===== src/rtl/gpr_wb_arbiter.sv =====
// gpr_wb_arbiter
//   Arbitrates three writeback requesters (0 = ALU, 1 = LSU, 2 = MUL/DIV)
//   onto the single GPR write port. After reset it first clears x1..x31
//   with zeros, one register per clock. It then grants requesters
//   round-robin, one transfer per cycle, with a one-cycle write latency.
//
// Ports
//   i_clk       rising-edge clock
//   i_resetn    asynchronous active-low reset
//   i_wbValid   [2:0]   per-requester write request
//   i_wbAddr    [14:0]  per-requester destination index, 5 bits each
//   i_wbData    [95:0]  per-requester write data, 32 bits each
//   o_wbReady   [2:0]   per-requester accept (combinational, one-hot)
//   o_rdWe              GPR write enable (registered)
//   o_rdAddr    [4:0]   GPR write index (registered)
//   o_rdData    [31:0]  GPR write data (registered)
//   o_initDone          high once the post-reset clear has finished

// Per-requester slice: gates the requester's addr/data by its grant so the
// top level can combine all requesters with a plain OR.
module gpr_wb_lane (
    input  logic        valid,
    input  logic        grant,
    input  logic [4:0]  addr,
    input  logic [31:0] data,
    output logic        xfer,
    output logic [4:0]  addr_m,
    output logic [31:0] data_m
);
    assign xfer   = valid & grant;
    assign addr_m = {5{xfer}} & addr;
    assign data_m = {32{xfer}} & data;
endmodule

module gpr_wb_arbiter (
    input  logic        i_clk,
    input  logic        i_resetn,
    input  logic [2:0]  i_wbValid,
    input  logic [14:0] i_wbAddr,
    input  logic [95:0] i_wbData,
    output logic [2:0]  o_wbReady,
    output logic        o_rdWe,
    output logic [4:0]  o_rdAddr,
    output logic [31:0] o_rdData,
    output logic        o_initDone
);
    localparam int NUM_REQ = 3;

    typedef enum logic {CLEAR, RUN} state_t;

    state_t                    state_q, state_d;
    logic [4:0]                clr_cnt_q, clr_cnt_d;
    logic [1:0]                ptr_q, ptr_d;
    logic [NUM_REQ-1:0]        grant;
    logic [NUM_REQ-1:0]        xfer;
    logic [NUM_REQ-1:0][4:0]   addr_m;
    logic [NUM_REQ-1:0][31:0]  data_m;
    logic [4:0]                sel_addr;
    logic [31:0]               sel_data;
    logic                      we_d;
    logic [4:0]                addr_d;
    logic [31:0]               data_d;
    logic                      done_d;
    logic                      found;
    logic [2:0]                scan;

    // Round-robin grant: the first valid requester scanning ptr, ptr+1 and
    // ptr+2 (mod 3). The grant depends only on state, ptr and valid.
    always_comb begin
        grant = '0;
        found = 1'b0;
        scan  = '0;
        if (state_q == RUN) begin
            for (int i = 0; i < NUM_REQ; i++) begin
                scan = {1'b0, ptr_q} + 3'(i);
                if (scan >= 3'd3)
                    scan = scan - 3'd3;
                if (!found && i_wbValid[scan[1:0]]) begin
                    grant[scan[1:0]] = 1'b1;
                    found            = 1'b1;
                end
            end
        end
    end

    assign o_wbReady = grant;

    for (genvar g = 0; g < NUM_REQ; g++) begin : g_lane
        gpr_wb_lane u_lane (
            .valid  (i_wbValid[g]),
            .grant  (grant[g]),
            .addr   (i_wbAddr[5*g +: 5]),
            .data   (i_wbData[32*g +: 32]),
            .xfer   (xfer[g]),
            .addr_m (addr_m[g]),
            .data_m (data_m[g])
        );
    end

    // At most one lane is non-zero, so an OR works as the mux.
    always_comb begin
        sel_addr = '0;
        sel_data = '0;
        for (int i = 0; i < NUM_REQ; i++) begin
            sel_addr = sel_addr | addr_m[i];
            sel_data = sel_data | data_m[i];
        end
    end

    always_comb begin
        state_d   = state_q;
        clr_cnt_d = clr_cnt_q;
        ptr_d     = ptr_q;
        we_d      = 1'b0;
        addr_d    = o_rdAddr;
        data_d    = o_rdData;
        done_d    = o_initDone;
        case (state_q)
            CLEAR: begin
                we_d      = 1'b1;
                addr_d    = clr_cnt_q;
                data_d    = '0;
                clr_cnt_d = clr_cnt_q + 5'd1;
                if (clr_cnt_q == 5'd31) begin
                    state_d = RUN;
                    done_d  = 1'b1;
                end
            end
            RUN: begin
                if (|xfer) begin
                    // x0 is hardwired: accept the request but suppress the write.
                    we_d   = (sel_addr != 5'd0);
                    addr_d = sel_addr;
                    data_d = sel_data;
                    // Priority moves to the requester after the winner.
                    ptr_d  = xfer[0] ? 2'd1 : (xfer[1] ? 2'd2 : 2'd0);
                end
            end
            default: state_d = CLEAR;
        endcase
    end

    always_ff @(posedge i_clk or negedge i_resetn) begin
        if (!i_resetn) begin
            state_q    <= CLEAR;
            clr_cnt_q  <= 5'd1;
            ptr_q      <= 2'd0;
            o_rdWe     <= 1'b0;
            o_rdAddr   <= '0;
            o_rdData   <= '0;
            o_initDone <= 1'b0;
        end else begin
            state_q    <= state_d;
            clr_cnt_q  <= clr_cnt_d;
            ptr_q      <= ptr_d;
            o_rdWe     <= we_d;
            o_rdAddr   <= addr_d;
            o_rdData   <= data_d;
            o_initDone <= done_d;
        end
    end
endmodule


===== config.mk =====
export PLATFORM = sky130hd
export DESIGN_NAME = gpr_wb_arbiter
export DESIGN_NICKNAME = d
export VERILOG_FILES = /design/src/rtl/gpr_wb_arbiter.sv
export SDC_FILE = /design/constraint.sdc
export NUM_CORES = 1
export LEC_CHECK = 0
export BUFFER_PORTS_ARGS = -buffer_cell sky130_fd_sc_hd__buf_2
export CAP_MARGIN = 15
export CORE_ASPECT_RATIO = 1.25
export CORE_UTILIZATION = 45
export DETAILED_ROUTE_END_ITERATION = 8
export GPL_ROUTABILITY_DRIVEN = 0
export MAX_ROUTING_LAYER = met4
export PLACE_DENSITY = 0.79
export SLEW_MARGIN = 25
export SYNTH_ARGS = -nofsm -noshare
export SYNTH_HDL_FRONTEND = slang
export SYNTH_HIERARCHICAL = 1
export SYNTH_SLANG_ARGS = --single-unit

===== constraint.sdc =====
create_clock -name i_clk -period 3.8 [get_ports i_clk]
set_clock_uncertainty 0.1 [all_clocks]
set_input_delay 1.14 -clock i_clk [delete_from_list [all_inputs] [get_ports i_clk]]
set_output_delay 1.14 -clock i_clk [all_outputs]
set_load 0.03 [all_outputs]

After elaboration in Yosys (flattened, before gate mapping)
Index checks and enable logic that the tools add are counted.
{"block": "word_totals", "register_bits": 47, "latchBits": 0, "ramBits": 0, "romBits": 0, "in_bits": 116, "out_inout_bits": 42, "elab_cells": 89, "n_memories": 0}
{"block": "classes", "n_addsub": 6, "n_mul": 0, "div_mod_pow": 0, "order_cmp": 9, "eq_ne": 2, "shift": 0, "n_mux": 38, "bitwise_logic": 16, "n_reduce_logical": 11}
{"op": "AND 32 bit", "n": 3}
{"op": "OR 32 bit", "n": 2}
{"op": "case mux 32 bit (2 select lines)", "n": 1}
{"op": "two-way mux 32 bit", "n": 1}
{"op": "two-way mux 3 bit", "n": 6}
{"op": "two-way mux 2 bit", "n": 8}
{"op": "AND 5 bit", "n": 3}
{"op": "two-way mux 1 bit", "n": 13}
{"op": "OR 5 bit", "n": 2}
{"op": "case mux 5 bit (2 select lines)", "n": 1}
{"op": "< comparator 2 x 3 -> 1 bit (second input constant)", "n": 3}
{"op": "binary-select mux 1 bit (select 2 bit)", "n": 3}
{"op": "demux 1 bit (select 2 bit)", "n": 3}
{"op": "greater-or-equal comparator 2 x 1 -> 1 bit (second input constant)", "n": 3}
{"op": "greater-or-equal comparator 3 x 2 -> 1 bit (second input constant)", "n": 2}
{"op": "OR 3 bit", "n": 2}
{"op": "subtractor 2 bit (second input constant)", "n": 3}
{"op": "adder 5 x 1 -> 5 bit (second input constant)", "n": 1}
{"op": "equality test 5 bit (second input constant)", "n": 1}
{"op": "logical AND 1 bit", "n": 5}
{"op": "two-way mux 5 bit", "n": 1}
{"op": "nonzero test 5 bit", "n": 1}
{"op": "AND reduction 2 bit", "n": 2}
{"op": "adder 2 x 1 -> 3 bit (second input constant)", "n": 1}
{"op": "8 further kinds", "n": 11}

Logic depth before layout (Yosys ltp)
{"block": "logic_depth", "ltp_word": 22, "depth_mapped": 16, "ltp_nobuf": 13}

Cells and area by module
Netlist, hierarchy kept.
{"mod": "gpr_wb_arbiter", "instances": 1, "cells_per_inst": 238, "area_each_um2": 2249.7}
{"mod": "gpr_wb_lane", "instances": 3, "cells_per_inst": 46, "area_each_um2": 322.8}

Least setup slack after synthesis
No wires, ideal clock.
{"block": "synth_path", "path_type": "input -> register", "start": "input i_wbValid[2]", "end": "register o_rdAddr[2]", "arrival_time_ns": 3.527, "slack_ns": 0.047, "cell_stages": 12, "n_path_buf": 3, "cell_sequence": "buf_6 a22o_1 a211oi_2 a31oi_1 a2bb2oi_1 a21oi_1 buf_2 and2_1 nor3_1 and2_1 buf_4 a221o_1"}
{"block": "synth_between", "elab_chain_cells": 18, "elab_cells_between_ends": 34, "classes_between": "1 x eq/ne; 18 x mux; 10 x bitwise; 5 x reduce/logical"}
{"element": "from (decl)", "line": "38", "source": "input logic [2:0] i_wbValid,"}
{"element": "binary-select mux 1 bit (select 2 bit)", "line": "78", "source": "if (!found && i_wbValid[scan[1:0]]) begin"}
{"element": "two-way mux 1 bit (not written as such)", "line": "78"}
{"element": "two-way mux 1 bit", "line": "78"}
{"element": "two-way mux 1 bit", "line": "73", "source": "if (state_q == RUN) begin"}
{"element": "zero test 1 bit", "line": "78"}
{"element": "logical AND 1 bit", "line": "78"}
{"element": "two-way mux 1 bit", "line": "78"}
{"element": "two-way mux 1 bit", "line": "73"}
{"element": "[... 3 more ...]"}
{"element": "two-way mux 3 bit (*)", "line": "73"}
{"element": "net o_wbReady[0]", "line": "41", "source": "output logic [2:0] o_wbReady,"}
{"element": "AND 1 bit (*)", "line": "30", "source": "assign xfer = valid & grant;"}
{"element": "net xfer[0]", "line": "55", "source": "logic [NUM_REQ-1:0] xfer;"}
{"element": "AND 5 bit", "line": "31", "source": "assign addr_m = {5{xfer}} & addr;"}
{"element": "OR 5 bit (2 in series)", "line": "105", "source": "sel_addr = sel_addr | addr_m[i];"}
{"element": "two-way mux 5 bit", "line": "130", "source": "if (|xfer) begin"}
{"element": "case mux 5 bit (2 select lines)", "line": "118", "source": "case (state_q)"}
{"element": "to (signal assigned)", "line": "157", "source": "o_rdAddr <= addr_d;"}
{"element": "to (decl)", "line": "43", "source": "output logic [4:0] o_rdAddr,"}
The timed path passes the listed nets; every way through them passes the cells marked *. The select of a mux whose other input is x is not followed.
A chain may end at the register's enable or synchronous reset.

Worst setup path in the final report
{"block": "layout_path", "start": "input i_wbValid[0]", "end": "output o_wbReady[0]"}
{"block": "layout_between", "elab_chain_cells": 12, "elab_cells_between_ends": 22, "classes_between": "16 x mux; 2 x bitwise; 4 x reduce/logical"}
{"element": "binary-select mux 1 bit (select 2 bit)", "line": "78"}
{"element": "two-way mux 1 bit (not written as such)", "line": "78"}
{"element": "two-way mux 1 bit", "line": "78"}
{"element": "two-way mux 1 bit", "line": "73"}
{"element": "zero test 1 bit", "line": "78"}
{"element": "logical AND 1 bit", "line": "78"}
{"element": "two-way mux 1 bit", "line": "78"}
{"element": "two-way mux 1 bit", "line": "73"}
{"element": "zero test 1 bit", "line": "78"}
{"element": "logical AND 1 bit", "line": "78"}
{"element": "two-way mux 3 bit (*)", "line": "78"}
{"element": "two-way mux 3 bit (*)", "line": "73"}
{"element": "to (decl)", "line": "41"}
Mark *: on every way between the ends. The rest lies on a longest branch, timed or not. The select of a mux whose other input is x is not followed.

==> flow_metrics.tcl <==
set metrics [dict create \
    status "finished clean" \
    period_share_pct 95.6 \
    end_kind "primary output" \
    syn_avg_cell_area_um2 8.56 \
    seq_power_share_pct 26.4 \
    ys_ff_latch 47 \
    async_flop_share_pct 100 \
    dp_hpwl_um 6510 \
    vdd_drop_max_v 0.000707 \
    syn_to_final_growth_pct 23.8 \
    crit_required_ns 2.56 \
    grt_use_met1_pct 28.2 \
    dieArea_mm2 0.00750 \
    share_comb_of_total_power_pct 61.2 \
    rr_worst_depth 13 \
    worst_slack_ns 0.166 \
    synth_top_area_share_pct 35.8 \
    die_h_um 96.5 \
    yosysSeqAreaShare_pct 36.6 \
    grt_use_total_pct 24.3 \
    power.share.switching_pct 48.7 \
    drv_slew 0 \
    intPower_w 0.00136 \
    final_util_pct 57.5 \
    finalHoldViolCount 0 \
    rr_endpoint "o_rdData[14]" \
    grt_pass1_vias 3137 \
    grt_max_degree 48 \
    synth_top_area_cell "dfrtp_1" \
    wl_per_cell_um 14.9 \
    layout-drive-gt1-share_pct 36.0 \
    grt_pass1_wl_um 14100 \
    relSlewSlack_pct 61.6 \
    synth_flop_cell "dfrtp_1" \
    mostFrequentLayoutCell "buf_2" \
    critical_path_arrival_ns 2.39 \
    synthTopCellsByArea "dfrtp_1, and3_1, nor3_1" \
    fillers 647 \
    antenna_found_initial 0 \
    r2r-start "ptr_q[0]" \
    drtPass1Iterations 4 \
    synth_area_mm2 0.00322 \
    reg2reg_slack_ns 0.44 \
    synth_enable_flop_cells 0 \
    io_pins 158 \
    instances_no_fill 606 \
    start_util_pct 46.4 \
    clk_pin_slew_ns 0.08 \
    dp_slack_ns 0.0848 \
    finalSetupTns_ns 0 \
    fmax_mhz 275 \
    rsz0062_at_grt "no" \
    critical_path_class "input port to primary output" \
    viasPerCell 5.52 \
    cts_buffer_depth 2 \
    drc_errors 0 \
    postCtsSetupRepairBufs 0 \
    start_kind "input port" \
    ys.warnings.count 6 \
    grt.overflow.total 0 \
    p_per_area_mw_per_mm2 665 \
    crit_start "i_wbValid[0]" \
    cts-resized-gates 0 \
    synth_fp_nets 498 \
    drv_cap 0 \
    synth_cell_types 42 \
    p_leak_nw 2.41 \
    drt_wl_total_um 9020 \
    grt_busiest_layer "met2" \
    hold_buffers 0 \
    ant_nets 0 \
    critPathMaxFanout 17 \
    hp-class "flop to flop" \
    tightest_slew_ns 0.576 \
    placementRows 34 \
    antenna_cells 0 \
    nets 637 \
    cp-endpoint "o_wbReady[0]" \
    drt_iter0_drc 157 \
    cts_root_buf "clkbuf_8" \
    pwr-share-clk_pct 12.4 \
    grt_use_met2_pct 42.5 \
    clock-sinks 47 \
    syn_inst 376 \
    finalPower_w 0.00265 \
    min_period_ns 3.63 \
    setup_violations 0 \
    clk-insertion-delay-late_ns 0.29 \
    die_x_um 77.6 \
    cts_made_buffers 5 \
    hold_start "o_initDone" \
    power_switching_w 0.00129 \
    num_vias 3343 \
    dp.cells 598 \
    final_cell_mix "buf_2, and3_1, dfrtp_1, nand2_1, nor3_1" \
    core-area_mm2 0.00693 \
    htreeDepth 2 \
    tritoncts "done" \
    grtUsageMet3_pct 3.94 \
    portBuffers 157 \
]
metal layers:
metal | share of wire [%] | vias up | wire length, µm
met1 | 43 | 1562 | 3850
met2 | 48 | 150 | 4360
li1 | - | 1614 | -
met4 | 2.1 | 0 | 188
met3 | 6.9 | 17 | 620
met5 | 0 | - | 0
cells in the mapped netlist, drive strengths merged (2+ instances only):
cell type    n
nor2         4
inv          5
and2         4
and3       113
nand2       44
clkbuf       3
a21oi        7
ha           6
nor3        36
or2b         2
dfrtp       46
nor2b        5
a31oi        2
xnor2        3
a221o        3
mux2         2
o21ai       34
a2bb2oi      2
buf         34
or3          3
nand2b       2
o221ai       2
critical path: stages:
cell	delay, ns
buf_2	0.28
a2bb2oi_1	0.22
o2111ai_1	0.13
o21ai_0	0.13
nand2_1	0.10
a21oi_2	0.17
buf_2	0.22
how the worst min path moves through the flow:
stage,to,depth (start not counted)
6_report,o_initDone,1
5_1_grt,o_rdData[2],2
4_1_cts,o_initDone,1
3_5_place_dp,o_initDone,1
3_3_place_gp,o_initDone,1
2_1_floorplan,clr_cnt_q[3],1
metrics by stage:
stage / area [µm²] / hold slack (ns)
2_1_floorplan: 3220 / 0.361
3_3_place_gp: 3880 / 0.341
3_5_place_dp: 3880 / 0.343
4_1_cts: 3980 / 0.367
5_1_grt: 3980 / 0.402
6_report: 3980 / 0.364
cell families after synthesis:
family          after synthesis  share of synthesized area, %
simple gates                218                          37.4
fa+ha+maj                     6                          2.33
flops                        47                          36.6
xor+xnor                      3                         0.817
buf+inv                      42                          11.0
compound gates               57                          10.8
mux                           3                          1.01
power by group through the flow:
stage / clock network [W] / logic (W) / registers, W
floorplan: 0 / 0.00106 / 0.000918
CTS: 0.000337 / 0.00162 / 0.000698
global placement: 0 / 0.00158 / 0.000705
detailed placement: 0 / 0.00162 / 0.000707
global route: 0.000358 / 0.00179 / 0.000712
finish: 0.000329 / 0.00162 / 0.000698
sequential cells by signal (all words and copies together) (netlist names):
name	flops
ptr_q	2
clr_cnt_q	5
o_initDone	1
o_rdAddr	5
o_rdData	32
o_rdWe	1
state_q	1
layout make-up:
| type | count | area (µm²) | area share, % |
|---|---|---|---|
| multi-input combinational | 287 | 1690 | 42.5 |
| clock buffer | 7 | 96.3 | 2.42 |
| clock inverter | 1 | 7.51 | 0.188 |
| tap | 90 | 113 | 2.83 |
| timing repair buffer | 169 | 878 | 22.0 |
| sequential | 47 | 1180 | 29.6 |
| inverter | 5 | 18.8 | 0.471 |
Note: power is estimated with default switching activity, not from simulation.
